$ cat src/rtl/dac_window_sequencer.sv
// ---------------------------------------------------------------------------
// dac_window_sequencer
//
// Consumer side of the DAC_advance interface for one DAC channel. Counts
// consecutive DAC_advance assertions through the IDLE -> TRACK -> STIM window
// sequence. The current window index is fed back to the advance logic on
// DAC_fsm_state_counter. Passing the last window fires a one-cycle stim
// trigger. An optional programmable refractory hold-off follows each stim.
//
// Optional feature macro: DAC_SEQ_STATS_EN
//   When defined, the block adds saturating 16-bit stim and abort counters.
//   These counters are cleared only by reset_n.
//   When undefined, those ports and counters do not exist and the core
//   behaviour is unchanged.
//
// Ports
//   dataclk                in   1          system clock, posedge
//   reset_n                in   1          async active-low reset
//   DAC_seq_en             in   1          enable; low flushes to IDLE
//   DAC_advance            in   1          window condition met this cycle
//   DAC_stop_max           in   CNT_WIDTH  index of last window
//   DAC_refractory         in   REF_WIDTH  hold-off cycles after stim
//   DAC_fsm_state_counter  out  CNT_WIDTH  current window index
//   DAC_stim_trigger       out  1          one-cycle stim pulse (state STIM)
//   DAC_seq_state          out  2          0 IDLE, 1 TRACK, 2 STIM, 3 REFRACT
//   DAC_seq_busy           out  1          state != IDLE
//   DAC_stim_count         out  16         (stats) STIM entries, saturating
//   DAC_abort_count        out  16         (stats) TRACK aborts, saturating
// ---------------------------------------------------------------------------
module dac_window_sequencer #(
    parameter int CNT_WIDTH = 32,
    parameter int REF_WIDTH = 16
) (
    input  logic                 dataclk,
    input  logic                 reset_n,
    input  logic                 DAC_seq_en,
    input  logic                 DAC_advance,
    input  logic [CNT_WIDTH-1:0] DAC_stop_max,
    input  logic [REF_WIDTH-1:0] DAC_refractory,
    output logic [CNT_WIDTH-1:0] DAC_fsm_state_counter,
    output logic                 DAC_stim_trigger,
    output logic [1:0]           DAC_seq_state,
    output logic                 DAC_seq_busy
`ifdef DAC_SEQ_STATS_EN
    ,
    output logic [15:0]          DAC_stim_count,
    output logic [15:0]          DAC_abort_count
`endif
);

    typedef enum logic [1:0] {
        IDLE    = 2'd0,
        TRACK   = 2'd1,
        STIM    = 2'd2,
        REFRACT = 2'd3
    } seq_state_t;

    localparam logic [CNT_WIDTH-1:0] CNT_ONE = {{(CNT_WIDTH-1){1'b0}}, 1'b1};
    localparam logic [REF_WIDTH-1:0] REF_ONE = {{(REF_WIDTH-1){1'b0}}, 1'b1};

    seq_state_t           state;
    seq_state_t           state_next;
    logic [CNT_WIDTH-1:0] counter;
    logic [CNT_WIDTH-1:0] counter_next;
    logic [REF_WIDTH-1:0] ref_cnt;
    logic [REF_WIDTH-1:0] ref_cnt_next;

    // State, window counter and refractory down-counter registers.
    always_ff @(posedge dataclk or negedge reset_n) begin
        if (!reset_n) begin
            state   <= IDLE;
            counter <= '0;
            ref_cnt <= '0;
        end else begin
            state   <= state_next;
            counter <= counter_next;
            ref_cnt <= ref_cnt_next;
        end
    end

    // Next-state logic. A low enable overrides every transition.
    // The >= compare in TRACK makes a lowered stop_max end the sequence at
    // the next advance. Because of that compare, the counter never wraps.
    // The refractory load is length-1, so REFRACT lasts exactly
    // DAC_refractory cycles.
    always_comb begin
        state_next   = state;
        counter_next = counter;
        ref_cnt_next = ref_cnt;
        if (!DAC_seq_en) begin
            state_next   = IDLE;
            counter_next = '0;
            ref_cnt_next = '0;
        end else begin
            case (state)
                IDLE: begin
                    counter_next = '0;
                    ref_cnt_next = '0;
                    if (DAC_advance) begin
                        if (DAC_stop_max == '0) begin
                            state_next = STIM;
                        end else begin
                            state_next   = TRACK;
                            counter_next = CNT_ONE;
                        end
                    end
                end
                TRACK: begin
                    if (DAC_advance) begin
                        if (counter >= DAC_stop_max) begin
                            state_next   = STIM;
                            counter_next = '0;
                        end else begin
                            counter_next = counter + CNT_ONE;
                        end
                    end else begin
                        state_next   = IDLE;
                        counter_next = '0;
                    end
                end
                STIM: begin
                    counter_next = '0;
                    if (DAC_refractory == '0) begin
                        state_next   = IDLE;
                        ref_cnt_next = '0;
                    end else begin
                        state_next   = REFRACT;
                        ref_cnt_next = DAC_refractory - REF_ONE;
                    end
                end
                REFRACT: begin
                    counter_next = '0;
                    if (ref_cnt == '0) begin
                        state_next = IDLE;
                    end else begin
                        ref_cnt_next = ref_cnt - REF_ONE;
                    end
                end
                default: begin
                    state_next   = IDLE;
                    counter_next = '0;
                    ref_cnt_next = '0;
                end
            endcase
        end
    end

    // Moore outputs decoded straight from the state and counter flops.
    always_comb begin
        DAC_seq_state         = state;
        DAC_stim_trigger      = (state == STIM);
        DAC_seq_busy          = (state != IDLE);
        DAC_fsm_state_counter = counter;
    end

`ifdef DAC_SEQ_STATS_EN
    logic stim_entry;
    logic abort_event;

    // A stim entry is a transition into STIM. An abort is TRACK dropping
    // advance while enabled. Flush-driven exits do not count as aborts.
    always_comb begin
        stim_entry  = (state_next == STIM) && (state != STIM);
        abort_event = DAC_seq_en && (state == TRACK) && !DAC_advance;
    end

    // Saturating event counters. Only reset_n clears them; a flush does not.
    always_ff @(posedge dataclk or negedge reset_n) begin
        if (!reset_n) begin
            DAC_stim_count  <= '0;
            DAC_abort_count <= '0;
        end else begin
            if (stim_entry && (DAC_stim_count != 16'hFFFF)) begin
                DAC_stim_count <= DAC_stim_count + 16'd1;
            end
            if (abort_event && (DAC_abort_count != 16'hFFFF)) begin
                DAC_abort_count <= DAC_abort_count + 16'd1;
            end
        end
    end
`endif

endmodule

$ cat config.mk
export PLATFORM = sky130hd
export DESIGN_NAME = dac_window_sequencer
export DESIGN_NICKNAME = d
export VERILOG_FILES = /design/src/rtl/dac_window_sequencer.sv
export SDC_FILE = /design/constraint.sdc
export NUM_CORES = 1
export LEC_CHECK = 0
export BUFFER_PORTS_ARGS = -buffer_cell sky130_fd_sc_hd__buf_4
export CAP_MARGIN = 20
export CORE_MARGIN = 2
export CORE_UTILIZATION = 60
export CTS_CLUSTER_DIAMETER = 30
export DETAILED_ROUTE_END_ITERATION = 8
export PLACE_DENSITY = 0.92
export SYNTH_ARGS = -nofsm -noshare
export SYNTH_HDL_FRONTEND = slang
export SYNTH_SLANG_ARGS = --single-unit
$ cat constraint.sdc
create_clock -name dataclk -period 5.8 [get_ports dataclk]
set_clock_uncertainty 0.1 [all_clocks]
set_input_delay 0 -clock dataclk [delete_from_list [all_inputs] [get_ports dataclk]]
set_output_delay 0 -clock dataclk [all_outputs]
set_load 0.01 [all_outputs]
Word level (Yosys, flattened, before mapping)
Index checks and enable logic that the tools add are counted.

Output and inout bits: 36. Input port bits: 52. Flip-flop bits (word level): 50.

Reduce and logical (&&, ||, !) cells: 8. $add $sub $neg: 3. Equality and inequality tests: 8. Multiplexer cells: 18. $lt $le $gt $ge: 1.

Operator list (count): 32-bit 2-to-1 mux (3); 32-bit one-hot mux with 3 select lines (1); 16-bit 2-to-1 mux (3); 16-bit one-hot mux with 3 select lines (1); 32-bit by 1-bit adder with 32-bit output, second input constant (1); 32-bit greater-or-equal comparator (1); 16-bit logical NOT (2); 32-bit logical NOT (1); 16-bit by 1-bit subtractor with 16-bit output, second input constant (2); 2-bit 2-to-1 mux (7); 3-bit != test, second input constant (3); 2-bit one-hot mux with 4 select lines (1); 2-bit equality test, second input constant (2); 4-bit by 1-bit != test with 1-bit output, second input constant (1); 4-bit != test, second input constant (1); 3-bit AND reduction (1); 2-bit by 1-bit equality test with 1-bit output, second input constant (1); 2-bit logical NOT (1); 1-bit 2-to-1 mux (2); 2-bit AND reduction (1); 2-bit nonzero test (1); 2-bit OR reduction (1).

Logic depth before layout (Yosys ltp)
Depth after elaboration: 5. Depth in mapped cells: 9. Depth with buffers taken out: 8.

Worst setup path after synthesis
No wires, ideal clock.

Path kind: reg-to-reg. Start: register counter[10], in the netlist DAC_fsm_state_counter[10]. End: register counter[22], in the netlist DAC_fsm_state_counter[22]. Arrival: 2.066 ns. Path buffers: 1. Cell stages (with the launch flop): 9. Path slack: 3.513 ns. Clock period less this slack: 2.287 ns. Cells stage by stage: dfrtp_1 > ha_1 > nand4_1 > or4_1 > o32ai_1 > o21bai_1 > nand4_1 > buf_2 > nor2_1.

Cells in the longest elaborated chain, start to end: 5. Elaborated cells on any way between the ends: 6. Classes of those cells: 1 x add/sub; 1 x order compare; 4 x mux.

RTL lines: start, declared (line 63) `logic [CNT_WIDTH-1:0] counter;`; start signal, assigned (line 76) `counter <= counter_next;`; 32-bit by 1-bit adder with 32-bit output or 32-bit greater-or-equal comparator (tied branches) (line 114, 110); 32-bit 2-to-1 mux (*) (line 110) `if (counter >= DAC_stop_max) begin`; 32-bit 2-to-1 mux (*) (line 109) `if (DAC_advance) begin`; 32-bit one-hot mux with 3 select lines (*) (line 95) `case (state)`; 32-bit 2-to-1 mux (*) (line 90) `if (!DAC_seq_en) begin`; named net counter_next[22] (line 64) `logic [CNT_WIDTH-1:0] counter_next;`.

Mark *: on every way through the listed nets, which the timed path passes. The rest lies on a longest branch. A chain may end at the register's enable or synchronous reset.

Worst setup path in the final report
Start: register counter[0], in the netlist DAC_fsm_state_counter[0]. End: register counter[25], in the netlist DAC_fsm_state_counter[25].

Same word-level chain as after synthesis.

==> metrics <==
status=finished clean; Syn Nets=between 500 and 600; CTS Buf Count=5; Synth-to-Final Area Change=23.5%; Adder-Cell Fraction of Synth Area=between 10% and 20%; Die Ht=~85 um; Distinct cells, synth=63; largest net degree at the start of global routing=51; RSZ-0062 raised after global routing=no; crit path capture type=flop; clk slew on worst S/H paths=0.10 ns; postcts setup bufs=0; Clock Path Buffers=2; largest family of logic cells by synthesized area=simple AND/OR/NAND/NOR gates; cell area after synthesis=3980 um^2; DRT iter0 DRCs=approximately 350; core area=around 6400 um^2; GPL Wtd Cong=approximately 0.94; Pre-antenna DRT Iters=5; Hold Worst Slack=between 0.04 and 0.05 ns; cells after synthesis=around 450; post-synth top area cell=dfrtp_1; Residual DRC=0; gr ovfl total=0; Rows=29; DP HPWL=8000 um; routed vias=a little under 4000; Startpoint Class=flop; Top FF cell, synth=dfrtp_1; die width=85.4 um; I/O Buffers=a little under 90; Max IR drop VDD=roughly 0.12 mV; Crit Path Category=flop to flop; max_cap viols=0; Worst EP required=slightly below 6 ns; Seq/Total Area, Yosys=around a third; Syn Area/Cell=roughly 8.8 um^2; commonest non-fill, non-tap cell in the layout=buf_4; Fin. Hold Viols=0; layout cells sized above 1=about a fifth; starting density of the core=62.3%; most frequent cells in the layout=buf_4, nor2_1, dfrtp_1, inv_1, ha_1; number of global-route vias before repair=between 3000 and 4000; vias per inst=6.24; die area=~7300 um^2; synth top area cells=dfrtp_1, ha_1, xor2_1, nor2_1, xnor2_1; antenna cells=0; initial antenna violation count=0; crit path max fanout=21; setup TNS=0 ns; Max Transition Viols Final=0; Simple-Gate Fraction of Synth Area=between 20% and 30%; Lkg Pwr=0.00238 uW; WP data arrival=around 3.3 ns; post-route antenna net violation count=0; Yosys top cell area share=between 30% and 40%; Slew @ Worst Pin=between 0.8 and 0.9 ns; CTS tree=built; post-route clock period utilization=between 50% and 60%; EDFF count, synth=0; NumNets Final=about 640; post-synthesis compound-gate area fraction=around 14%; Highest Clock Rate=between 300 and 400 MHz; Ports=slightly below 90; post-place setup slack=2.86 ns; first-pass GRT wire length=18400 um; Final setup viols=0; drt wl/cell=between 15 and 20 um; Root Driver=clkbuf_8; mux cell area share after synthesis=less than 1%; CTS Sinks=50; Yosys reg bits=50; ys async rst share=100%; routed wire length=11100 um; worst-skew pair later-pin latency=a little over 0.3 ns; Post-Synth XOR/XNOR Area=a little over a tenth; minimum clock period=3.12 ns; yosys warns=0; Slew headroom=between 40% and 50%; Post-CTS Resized=0; Worst Hold Class=input pin to flop; final worst setup slack=approximately 2.7 ns; CTS H-tree lvls=2; Total GRT Usage=a little under a third; Power Density=about 150 nW/um^2
kinds of logic after synthesis:
family / Yosys count
multiplexers: 2
AND/OR/NAND/NOR: 178
flip-flops: 50
AO/OA/AOI/OAI: 80
XOR/XNOR: 49
buffers and inverters: 53
adder cells (fa/ha/maj): 40
cell usage after synthesis (2+ instances only):
| cell type | number |
|---|---|
| a211oi_1 | 2 |
| a21o_1 | 6 |
| a21oi_1 | 19 |
| a22o_1 | 9 |
| a31o_1 | 2 |
| and2_1 | 3 |
| and3_1 | 4 |
| and4_1 | 5 |
| buf_2 | 4 |
| dfrtp_1 | 50 |
| ha_1 | 40 |
| inv_1 | 46 |
| mux2i_1 | 2 |
| nand2_1 | 28 |
| nand2b_1 | 3 |
| nand3_1 | 15 |
| nand4_1 | 19 |
| nor2_1 | 55 |
| nor2b_1 | 5 |
| nor3_1 | 7 |
| nor4_1 | 8 |
| nor4_2 | 3 |
| nor4_4 | 2 |
| o21ai_0 | 9 |
| o21ai_1 | 5 |
| o21bai_1 | 3 |
| o221ai_1 | 4 |
| o22ai_1 | 8 |
| or3_1 | 2 |
| or4_1 | 4 |
| xnor2_1 | 20 |
| xor2_1 | 29 |
metrics by stage:
stage | instance area (um^2) | total power [uW] | util (%) | cells
floorplan | 3980 | 439 | - | 452
finish | 4910 | 747 | 76.9 | 630
detailed placement | 4700 | 507 | 73.6 | 611
global route | 4910 | 779 | 76.9 | 630
CTS | 4910 | 743 | 76.8 | 629
global placement | 4700 | 502 | 73.6 | 611
cell type report:
cell class,count,area (um^2)
multi-input cells,349,2520
fillers,403,1470
flip-flops and latches,50,1250
repair buffers,99,768
inverters,47,176
clock buffers,7,96.3
well taps,77,96.3
clock inverters,1,8.76
worst max-delay path, cell delays in order, from the launching register on:
cell	delay (ns)
dfrtp_1	0.47
inv_1	0.07
ha_1	0.26
nand2b_1	0.14
a2111oi_0	0.52
o32ai_1	0.18
o21bai_1	0.29
nand4_1	0.46
buf_4	0.39
nor2_1	0.15
per-layer routing:
layer / up-vias / wire length (um) / track usage (%)
met3: 53 / 736 / 5.84
met2: 207 / 5500 / 52.7
li1: 1808 / - / -
met1: 1865 / 4470 / 39.7
met4: 0 / 432 / 13.4
met5: - / 0 / 0
registers in the layout, indices dropped and copies added (netlist names):
| signal | cells |
|---|---|
| ref_cnt | 16 |
| DAC_fsm_state_counter | 32 |
| DAC_seq_state | 2 |
path summary, 6_finish.rpt:
check                      slack [ns]                                  end                          startpoint  cells past startpoint
min in group asynchronous        0.14   DAC_fsm_state_counter[9]$_DFF_PN0_                             reset_n                      2
max in group asynchronous        5.00  DAC_fsm_state_counter[29]$_DFF_PN0_                             reset_n                      2
max                              2.68  DAC_fsm_state_counter[25]$_DFF_PN0_  DAC_fsm_state_counter[0]$_DFF_PN0_                      9
min reg2reg                      0.45              ref_cnt[11]$_DFFE_PN0P_             ref_cnt[11]$_DFFE_PN0P_                      2
min                              0.04              ref_cnt[11]$_DFFE_PN0P_                  DAC_refractory[10]                      4
max reg2reg                      2.68  DAC_fsm_state_counter[25]$_DFF_PN0_  DAC_fsm_state_counter[0]$_DFF_PN0_                      9
timing repair:
| item | CTS | global route |
|---|---|---|
| hold buffers | 10 | 0 |
| endpoints found under the hold margin | 59 | 0 |
| setup endpoints to repair | 0 | 0 |
power breakdown:
group | switching [uW] | internal [uW] | leakage (uW)
clock network | 122 | 110 | 0.0000544
logic | 88.3 | 70.6 | 0.00163
registers | 5.11 | 352 | 0.000697
No activity file was read; power rests on OpenSTA's default activity.
